--- src/rtl/grad_pkg.sv ---
// Shared constants and the output-beat type for the gradient sum-of-squares stage.
package grad_pkg;

    localparam int unsigned IN_WIDTH_DEF  = 11;
    localparam int unsigned OUT_WIDTH_DEF = 21;

    // One result beat as held in the final pipeline stage.
    // The sum field is sized from the package default. Change OUT_WIDTH_DEF together
    // with any override of OUT_WIDTH.
    typedef struct packed {
        logic [OUT_WIDTH_DEF-1:0] sum;
        logic                     sof;
        logic                     eol;
        logic                     ovf;
    } beat_t;

endpackage

--- src/rtl/abs_sq.sv ---
// Two registered steps for one signed operand: |x| first, then |x|^2.
// Each step loads only when the parent pipeline says that stage advances.
module abs_sq #(
    parameter int unsigned W = 11
) (
    input  logic           clk_i,
    input  logic           rst_ni,
    input  logic           s1_en_i,
    input  logic           s2_en_i,
    input  logic [W-1:0]   x_i,
    output logic [2*W-1:0] sq_o
);

    logic [W-1:0]   abs_d, abs_q;
    logic [2*W-1:0] sq_d, sq_q;

    // Magnitude fits unsigned W bits, including the most negative input.
    always_comb begin
        abs_d = x_i[W-1] ? -x_i : x_i;
        sq_d  = {{W{1'b0}}, abs_q} * {{W{1'b0}}, abs_q};
    end

    // Stage registers, loaded under the parent's advance enables.
    always_ff @(posedge clk_i or negedge rst_ni) begin
        if (!rst_ni) begin
            abs_q <= '0;
            sq_q  <= '0;
        end else begin
            if (s1_en_i) abs_q <= abs_d;
            if (s2_en_i) sq_q  <= sq_d;
        end
    end

    assign sq_o = sq_q;

endmodule

--- src/rtl/grad_sq_sum.sv ---
// Gradient sum of squares: out_sum = gx*gx + gy*gy through a 3-stage
// valid/ready pipeline, with a per-frame overflow counter.
// Optional feature: define GRAD_SQ_SUM_SAT_EN to clamp overflowed sums to all-ones.
// Without it, the sum wraps modulo 2^OUT_WIDTH.
module grad_sq_sum
    import grad_pkg::*;
#(
    parameter int unsigned IN_WIDTH  = IN_WIDTH_DEF,
    parameter int unsigned OUT_WIDTH = OUT_WIDTH_DEF
) (
    input  logic                 clk,
    input  logic                 sys_rst_n,
    input  logic                 in_valid,
    output logic                 in_ready,
    input  logic [IN_WIDTH-1:0]  gx,
    input  logic [IN_WIDTH-1:0]  gy,
    input  logic                 in_sof,
    input  logic                 in_eol,
    output logic                 out_valid,
    input  logic                 out_ready,
    output logic [OUT_WIDTH-1:0] out_sum,
    output logic                 out_sof,
    output logic                 out_eol,
    output logic [15:0]          ovf_cnt
);

    // Full-precision sum width. It must exceed OUT_WIDTH so that overflow is visible.
    localparam int unsigned SumW = 2 * IN_WIDTH + 1;

    logic s1_valid_d, s1_valid_q;
    logic s2_valid_d, s2_valid_q;
    logic s3_valid_d, s3_valid_q;
    logic s1_sof_q, s1_eol_q, s2_sof_q, s2_eol_q;
    logic s1_ready, s2_ready, s3_ready;
    logic s1_load, s2_load, s3_load, out_fire;

    logic [2*IN_WIDTH-1:0] sq_x, sq_y;
    logic [SumW-1:0]       full_sum;
    logic                  sum_ovf;
    beat_t                 s3_d, s3_q;
    logic [15:0]           ovf_cnt_d, ovf_cnt_q;

    // Handshake: a stage accepts when empty or when it drains this cycle.
    always_comb begin
        s3_ready   = !s3_valid_q || out_ready;
        s2_ready   = !s2_valid_q || s3_ready;
        s1_ready   = !s1_valid_q || s2_ready;
        s1_load    = in_valid && s1_ready;
        s2_load    = s1_valid_q && s2_ready;
        s3_load    = s2_valid_q && s3_ready;
        out_fire   = s3_valid_q && out_ready;
        s1_valid_d = s1_ready ? in_valid   : s1_valid_q;
        s2_valid_d = s2_ready ? s1_valid_q : s2_valid_q;
        s3_valid_d = s3_ready ? s2_valid_q : s3_valid_q;
    end

    abs_sq #(
        .W (IN_WIDTH)
    ) u_abs_sq_x (
        .clk_i   (clk),
        .rst_ni  (sys_rst_n),
        .s1_en_i (s1_load),
        .s2_en_i (s2_load),
        .x_i     (gx),
        .sq_o    (sq_x)
    );

    abs_sq #(
        .W (IN_WIDTH)
    ) u_abs_sq_y (
        .clk_i   (clk),
        .rst_ni  (sys_rst_n),
        .s1_en_i (s1_load),
        .s2_en_i (s2_load),
        .x_i     (gy),
        .sq_o    (sq_y)
    );

    // Final-stage beat: sum, overflow detection, and the optional clamp.
    always_comb begin
        full_sum = {1'b0, sq_x} + {1'b0, sq_y};
        sum_ovf  = |full_sum[SumW-1:OUT_WIDTH];
        s3_d     = '0;
`ifdef GRAD_SQ_SUM_SAT_EN
        s3_d.sum = sum_ovf ? '1 : full_sum[OUT_WIDTH-1:0];
`else
        s3_d.sum = full_sum[OUT_WIDTH-1:0];
`endif
        s3_d.sof = s2_sof_q;
        s3_d.eol = s2_eol_q;
        s3_d.ovf = sum_ovf;
    end

    // Overflow counter: a sof beat restarts the count, and the count saturates at all-ones.
    always_comb begin
        ovf_cnt_d = ovf_cnt_q;
        if (out_fire) begin
            if (s3_q.sof) begin
                ovf_cnt_d = {15'd0, s3_q.ovf};
            end else if (s3_q.ovf && (ovf_cnt_q != 16'hFFFF)) begin
                ovf_cnt_d = ovf_cnt_q + 16'd1;
            end
        end
    end

    // Pipeline state: stage valids, marker sidebands, final beat and counter.
    always_ff @(posedge clk or negedge sys_rst_n) begin
        if (!sys_rst_n) begin
            s1_valid_q <= 1'b0;
            s2_valid_q <= 1'b0;
            s3_valid_q <= 1'b0;
            s1_sof_q   <= 1'b0;
            s1_eol_q   <= 1'b0;
            s2_sof_q   <= 1'b0;
            s2_eol_q   <= 1'b0;
            s3_q       <= '0;
            ovf_cnt_q  <= '0;
        end else begin
            s1_valid_q <= s1_valid_d;
            s2_valid_q <= s2_valid_d;
            s3_valid_q <= s3_valid_d;
            if (s1_load) begin
                s1_sof_q <= in_sof;
                s1_eol_q <= in_eol;
            end
            if (s2_load) begin
                s2_sof_q <= s1_sof_q;
                s2_eol_q <= s1_eol_q;
            end
            if (s3_load) s3_q <= s3_d;
            ovf_cnt_q <= ovf_cnt_d;
        end
    end

    assign in_ready  = s1_ready;
    assign out_valid = s3_valid_q;
    assign out_sum   = s3_q.sum;
    assign out_sof   = s3_q.sof;
    assign out_eol   = s3_q.eol;
    assign ovf_cnt   = ovf_cnt_q;

endmodule

--- config.mk ---
export PLATFORM = sky130hd
export DESIGN_NAME = grad_sq_sum
export DESIGN_NICKNAME = d
export VERILOG_FILES = /design/src/rtl/grad_pkg.sv /design/src/rtl/abs_sq.sv /design/src/rtl/grad_sq_sum.sv
export SDC_FILE = /design/constraint.sdc
export NUM_CORES = 1
export LEC_CHECK = 0
export ABC_AREA = 1
export ABC_CLOCK_PERIOD_IN_PS = 4750
export CAP_MARGIN = 0
export CORE_UTILIZATION = 50
export CTS_BUF_LIST = sky130_fd_sc_hd__clkbuf_2
export DETAILED_ROUTE_END_ITERATION = 7
export GPL_ROUTABILITY_DRIVEN = 0
export PLACE_DENSITY_LB_ADDON = 0.2
export SYNTH_ARGS = -nofsm -noshare
export SYNTH_HDL_FRONTEND = slang
export SYNTH_SLANG_ARGS = --single-unit
--- constraint.sdc ---
create_clock -name clk -period 4.75 [get_ports clk]
set_clock_uncertainty 0.15 [all_clocks]
set_input_delay 0.475 -clock clk [delete_from_list [all_inputs] [get_ports clk]]
set_output_delay 0.475 -clock clk [all_outputs]
set_load 0.03 [all_outputs]
# == After elaboration in Yosys (flattened, before gate mapping) ==
# Index checks and enable logic that the tools add are counted.
# word_totals
reg_bits,113
input_bits,28
out_inout_bits,41
word_cells,41
# classes
addsub,4
n_mul,2
n_eq_ne,1
muxes,4
reduce_logical,14
# ops
cell,n
$mul 11x11->22,2
$mux 16,2
$add 22x22->23,1
$mux 11,2
$neg 11->11,2
$add 16x1->16 const B,1
$ne 16x16->1 const B,1
$logic_and 1x1->1,5
$logic_not 1->1,3
$logic_or 1x1->1,3
$reduce_and 2->1,1
$reduce_bool 2->1,1
$reduce_or 2->1,1

# == Logic depth before layout (Yosys ltp) ==
# Gate-level depths: netlist of run 1.
# logic_depth
depth_word,5
ltp_mapped,24
mapped_depth_nobuf,23

# == Hierarchy ==
# From an unflattened synthesis of run 1, not the netlist that was laid out.
# unflattened
cells_unflattened,1856
area_unflattened_um2,13598.0
# by_module_without_submodules
mod,n_inst,cells_each,area_per_inst_um2,seq_area_each_um2
abs_sq at u_abs_sq_x,1,654,4946.0,800.8
abs_sq at u_abs_sq_y,1,654,4931.0,800.8
grad_sq_sum,1,548,3721.1,1176.1

# == Worst setup path after synthesis of run 1 ==
# No wires, ideal clock.
# synth_timing
path_kind,flip-flop to flip-flop
from,reg u_abs_sq_x.abs_q[8]
to,reg u_abs_sq_x.sq_q[19] (netlist: u_abs_sq_x.sq_o[19])
setup_time_ns,0.117
t_arrival_ns,4.621
required_time_ns,4.483
setup_slack_ns,-0.138
path_stages_with_launch,19
path_buffers,1
synth_period_minus_slack_ns,4.888
cell_sequence,dfrtp_1 clkbuf_1 nand2_1 fa_1 inv_1 fa_1 fa_1 fa_1 inv_1 fa_1 inv_1 ha_1 a21o_1 a21oi_1 nor2_1 nor2_1 nand3b_1 nand3_1 nand2_1
# synth_via
elab_chain_cells,1
# synth_lines
item,line,text
"start, declared",abs_sq.sv:14,"logic [W-1:0] abs_d, abs_q;"
"start signal, assigned",abs_sq.sv:29,if (s1_en_i) abs_q <= abs_d;
$mul 11x11->22,abs_sq.sv:20,"sq_d = {{W{1'b0}}, abs_q} * {{W{1'b0}}, abs_q};"
"end signal, assigned",abs_sq.sv:30,if (s2_en_i) sq_q <= sq_d;
"end, declared",abs_sq.sv:15,"logic [2*W-1:0] sq_d, sq_q;"
# Every way passes these cells.
# A chain may end at the register's enable or synchronous reset.

# == Worst setup path after layout of run 1 ==
# layout_timing
from,reg u_abs_sq_x.abs_q[4]
to,reg u_abs_sq_x.sq_q[13] (netlist: u_abs_sq_x.sq_o[13])
# The elaborated chain is that of the path after synthesis.

==> flow_summary.json, run 1 <==
{
  "synth_area_um2": 13200,
  "ys_ff_latch": 111,
  "ant_nets": 0,
  "path_cells": "buf_6 > nand2_4 > fa_1 > inv_2 > fa_2 > inv_2 > fa_1 > inv_1 > fa_1 > fa_1 > ha_4 > nand2_4 > nor2_4 > nand4_1 > nand3_4 > buf_4 > xnor2_2 > o21ai_1",
  "critPathLaunchType": "register",
  "grt_usage": 0.228,
  "htreeDepth": 3,
  "cts-buffers-inserted": 9,
  "setup_viol_count_final": 0,
  "final_common_cell": "nand2_1",
  "antenna_found_initial": 1,
  "die-height_um": 164,
  "relSlewSlack": 0.330,
  "grt_pass1_wl_mm": 50.0,
  "critPathCaptureType": "register",
  "syn-num-nets": 2053,
  "drcViolationCount": 0,
  "die_w_um": 164,
  "crit_buf_inv": 5,
  "hpwl_mm": 23.8,
  "tns_ns": 0,
  "drt-total-wl_mm": 29.7,
  "fill_cells": 2394,
  "first_global_vias": 10785,
  "synthTopCellsByArea": "dfrtp_1, fa_1, nand2_1",
  "status": "completed",
  "cts_sinks": 111,
  "ys.warnings.count": 0,
  "synth_cell_types": 40,
  "initial_utilization": 0.508,
  "num_rows": 59,
  "path_delay_family": "adder cells",
  "period_minus_slack_ns": 4.65,
  "drive_gt1_frac": 0.142,
  "synthCells": 1770,
  "hold_path.class": "primary input to register",
  "path_clk_slew_ns": 0.37,
  "fmax_mhz": 215,
  "grt_setup_unrepaired": "true",
  "synth_largest_area_cell": "dfrtp_1",
  "synth.avg_cell_area_um2": 7.43,
  "vias": 11003,
  "maxCapViolCount": 0,
  "path_class": "register to register",
  "ys_seq_area_frac": 0.211,
  "cts_tree": "built",
  "cp_data_arrival_time_ns": 5.08,
  "grt_max_degree": 74,
  "synth_top_area_frac": 0.211,
  "cts-root-buf": "clkbuf_2",
  "slowest_delay_ns": 0.55,
  "fin_nets": 2153,
  "worst_slew_pin_slew_ns": 1.01,
  "drt_iter0_markers": 654,
  "core-area_um2": 25900,
  "final_cell_mix": "nand2_1, inv_1, fa_1",
  "post_drt_wl_per_cell_um": 13.4,
  "vias_per_cell": 4.98,
  "io-pin-count": 69,
  "gr-total-overflow": 0,
  "path_max_fanout": 5,
  "die_area_um2": 27000,
  "dr.pass1.iters": 5,
  "fin_crit_sh": 0.979,
  "required_ns": 5.18,
  "path_common_cell": "fa_1",
  "port_buffers": 68,
  "finalMaxSlewViolations": 0,
  "worst_path_max_delay_cell": "fa_1",
  "hold_violations": 0,
  "max-clock-path-buffers": 2,
  "insertion_delay_ns": 0.66,
  "area_growth_pct": 16.5
}
-- routing by layer --
layer / part of all wire / track usage
met1: 0.48 / 0.316
met2: 0.47 / 0.385
met3: 0.036 / 0.0280
met4: 0.014 / 0.0412
met5: 0 / 0
-- cell type report --
| class | instances | area [um2] | share of cell area |
|---|---|---|---|
| multi-input cells | 1240 | 9280 | 0.605 |
| flip-flops and latches | 111 | 2800 | 0.182 |
| repair buffers | 153 | 1370 | 0.0896 |
| inverters | 355 | 1330 | 0.0870 |
| well taps | 335 | 419 | 0.0274 |
| clock inverters | 6 | 72.6 | 0.00474 |
| clock buffers | 10 | 50.0 | 0.00327 |
| diodes | 1 | 2.50 | 0.000163 |
-- through the flow --
step           instance area, um2   util  setup WS [ns]  hold WS [ns]  std cells
6_report                    15300  0.591          0.102         0.210       2211
5_1_grt                     15300  0.591        -0.0753         0.187       2211
4_1_cts                     14700  0.569        0.00296         0.180       2200
3_5_place_dp                14500  0.558        -0.0647         0.316       2180
3_3_place_gp                14500  0.558        -0.0417         0.304       2180
2_1_floorplan               13200      -       -0.00148        0.0294       1770
-- cell usage after synthesis --
| cell | instances |
|---|---|
| nand2_1 | 506 |
| inv_1 | 353 |
| ha_1 | 128 |
| fa_1 | 127 |
| nor2_1 | 119 |
| dfrtp_1 | 111 |
| nand3_1 | 86 |
| o21ai_0 | 67 |
| a21oi_1 | 48 |
| xor2_1 | 38 |
| clkbuf_1 | 34 |
| xnor2_1 | 22 |
| buf_4 | 21 |
| nor3_1 | 19 |
| nand3b_1 | 12 |
| nand4_1 | 10 |
| a21o_1 | 8 |
| nand2_2 | 8 |
| a31oi_1 | 7 |
| buf_2 | 6 |
| o21ai_2 | 6 |
| o21bai_1 | 6 |
| or2_2 | 4 |
| a22o_1 | 2 |
| and2_1 | 2 |
| buf_6 | 2 |
| clkinv_1 | 2 |
| nand2_4 | 2 |
| nand3_2 | 2 |
| o21ai_1 | 2 |
| a21boi_0 | 1 |
| a21oi_2 | 1 |
| buf_1 | 1 |
| nand3_4 | 1 |
| nor2_2 | 1 |
| nor2_4 | 1 |
| nor4_1 | 1 |
| o211ai_1 | 1 |
| o22ai_1 | 1 |
| o31ai_1 | 1 |
-- final timing paths --
check                      slack, ns           startpoint  depth (start not counted)             endpoint
max                             0.10  u_abs_sq_x.abs_q[4]                         18  u_abs_sq_x.sq_o[13]
min in group asynchronous       0.24            sys_rst_n                          2           ovf_cnt[2]
min                             0.21               in_sof                          3             s1_sof_q
max in group asynchronous       3.03            sys_rst_n                          3             s1_eol_q
min reg2reg                     0.31             s2_eol_q                          2              out_eol
max reg2reg                     0.10  u_abs_sq_x.abs_q[4]                         18  u_abs_sq_x.sq_o[13]
-- tightest hold or removal path, cell delays in order --
cell	delay [ns]
clkdlybuf4s50_1	0.43
nand2_1	0.07
o21ai_0	0.07
-- state kept, by name (all words and copies together) (netlist names) --
signal	flops
u_abs_sq_y.sq_o	21
s3_q	1
out_eol	1
u_abs_sq_x.sq_o	21
s1_sof_q	1
s2_sof_q	1
s1_eol_q	1
out_sof	1
s2_eol_q	1
ovf_cnt	16
out_sum	21
u_abs_sq_x.abs_q	11
out_valid	1
u_abs_sq_y.abs_q	11
s2_valid_q	1
s1_valid_q	1
-- cells by family after synthesis --
logic type | share of synthesized area
AOI/OAI and AO/OA | 0.0640
xor gates and xnor gates | 0.0399
adders and majority gates | 0.315
buffers and inverters | 0.127
DFF | 0.211
and+or+nand+nor | 0.243
-- timing repair --
| item | CTS | global route |
|---|---|---|
| endpoints found under the setup margin | 18 | 25 |
| cloned | 0 | 0 |
| pin swaps | 6 | 73 |
| gates resized for setup | 23 | 145 |
| endpoints found under the hold margin | 72 | 0 |
| setup buffers | 3 | 10 |
| hold buffers | 1 | 0 |
Power of run 1 is left out: the tool's default activity adds up to more than one toggle a clock period on the data nets, which glitch-free logic cannot reach.
==> run 2: changes to the inputs <==
CAP_MARGIN = 20   (was 0)
==> results of run 2 <==
Same layout as run 1: the final DEF is identical, and so are final timing and power.
Power of run 2 is left out for the same reason.
==> run 3: changes to the inputs <==
CTS_CLUSTER_DIAMETER = 200   (was not set)
==> results of run 3 <==
Same layout as run 1: the final DEF is identical, and so are final timing and power.
Power of run 3 is left out for the same reason.
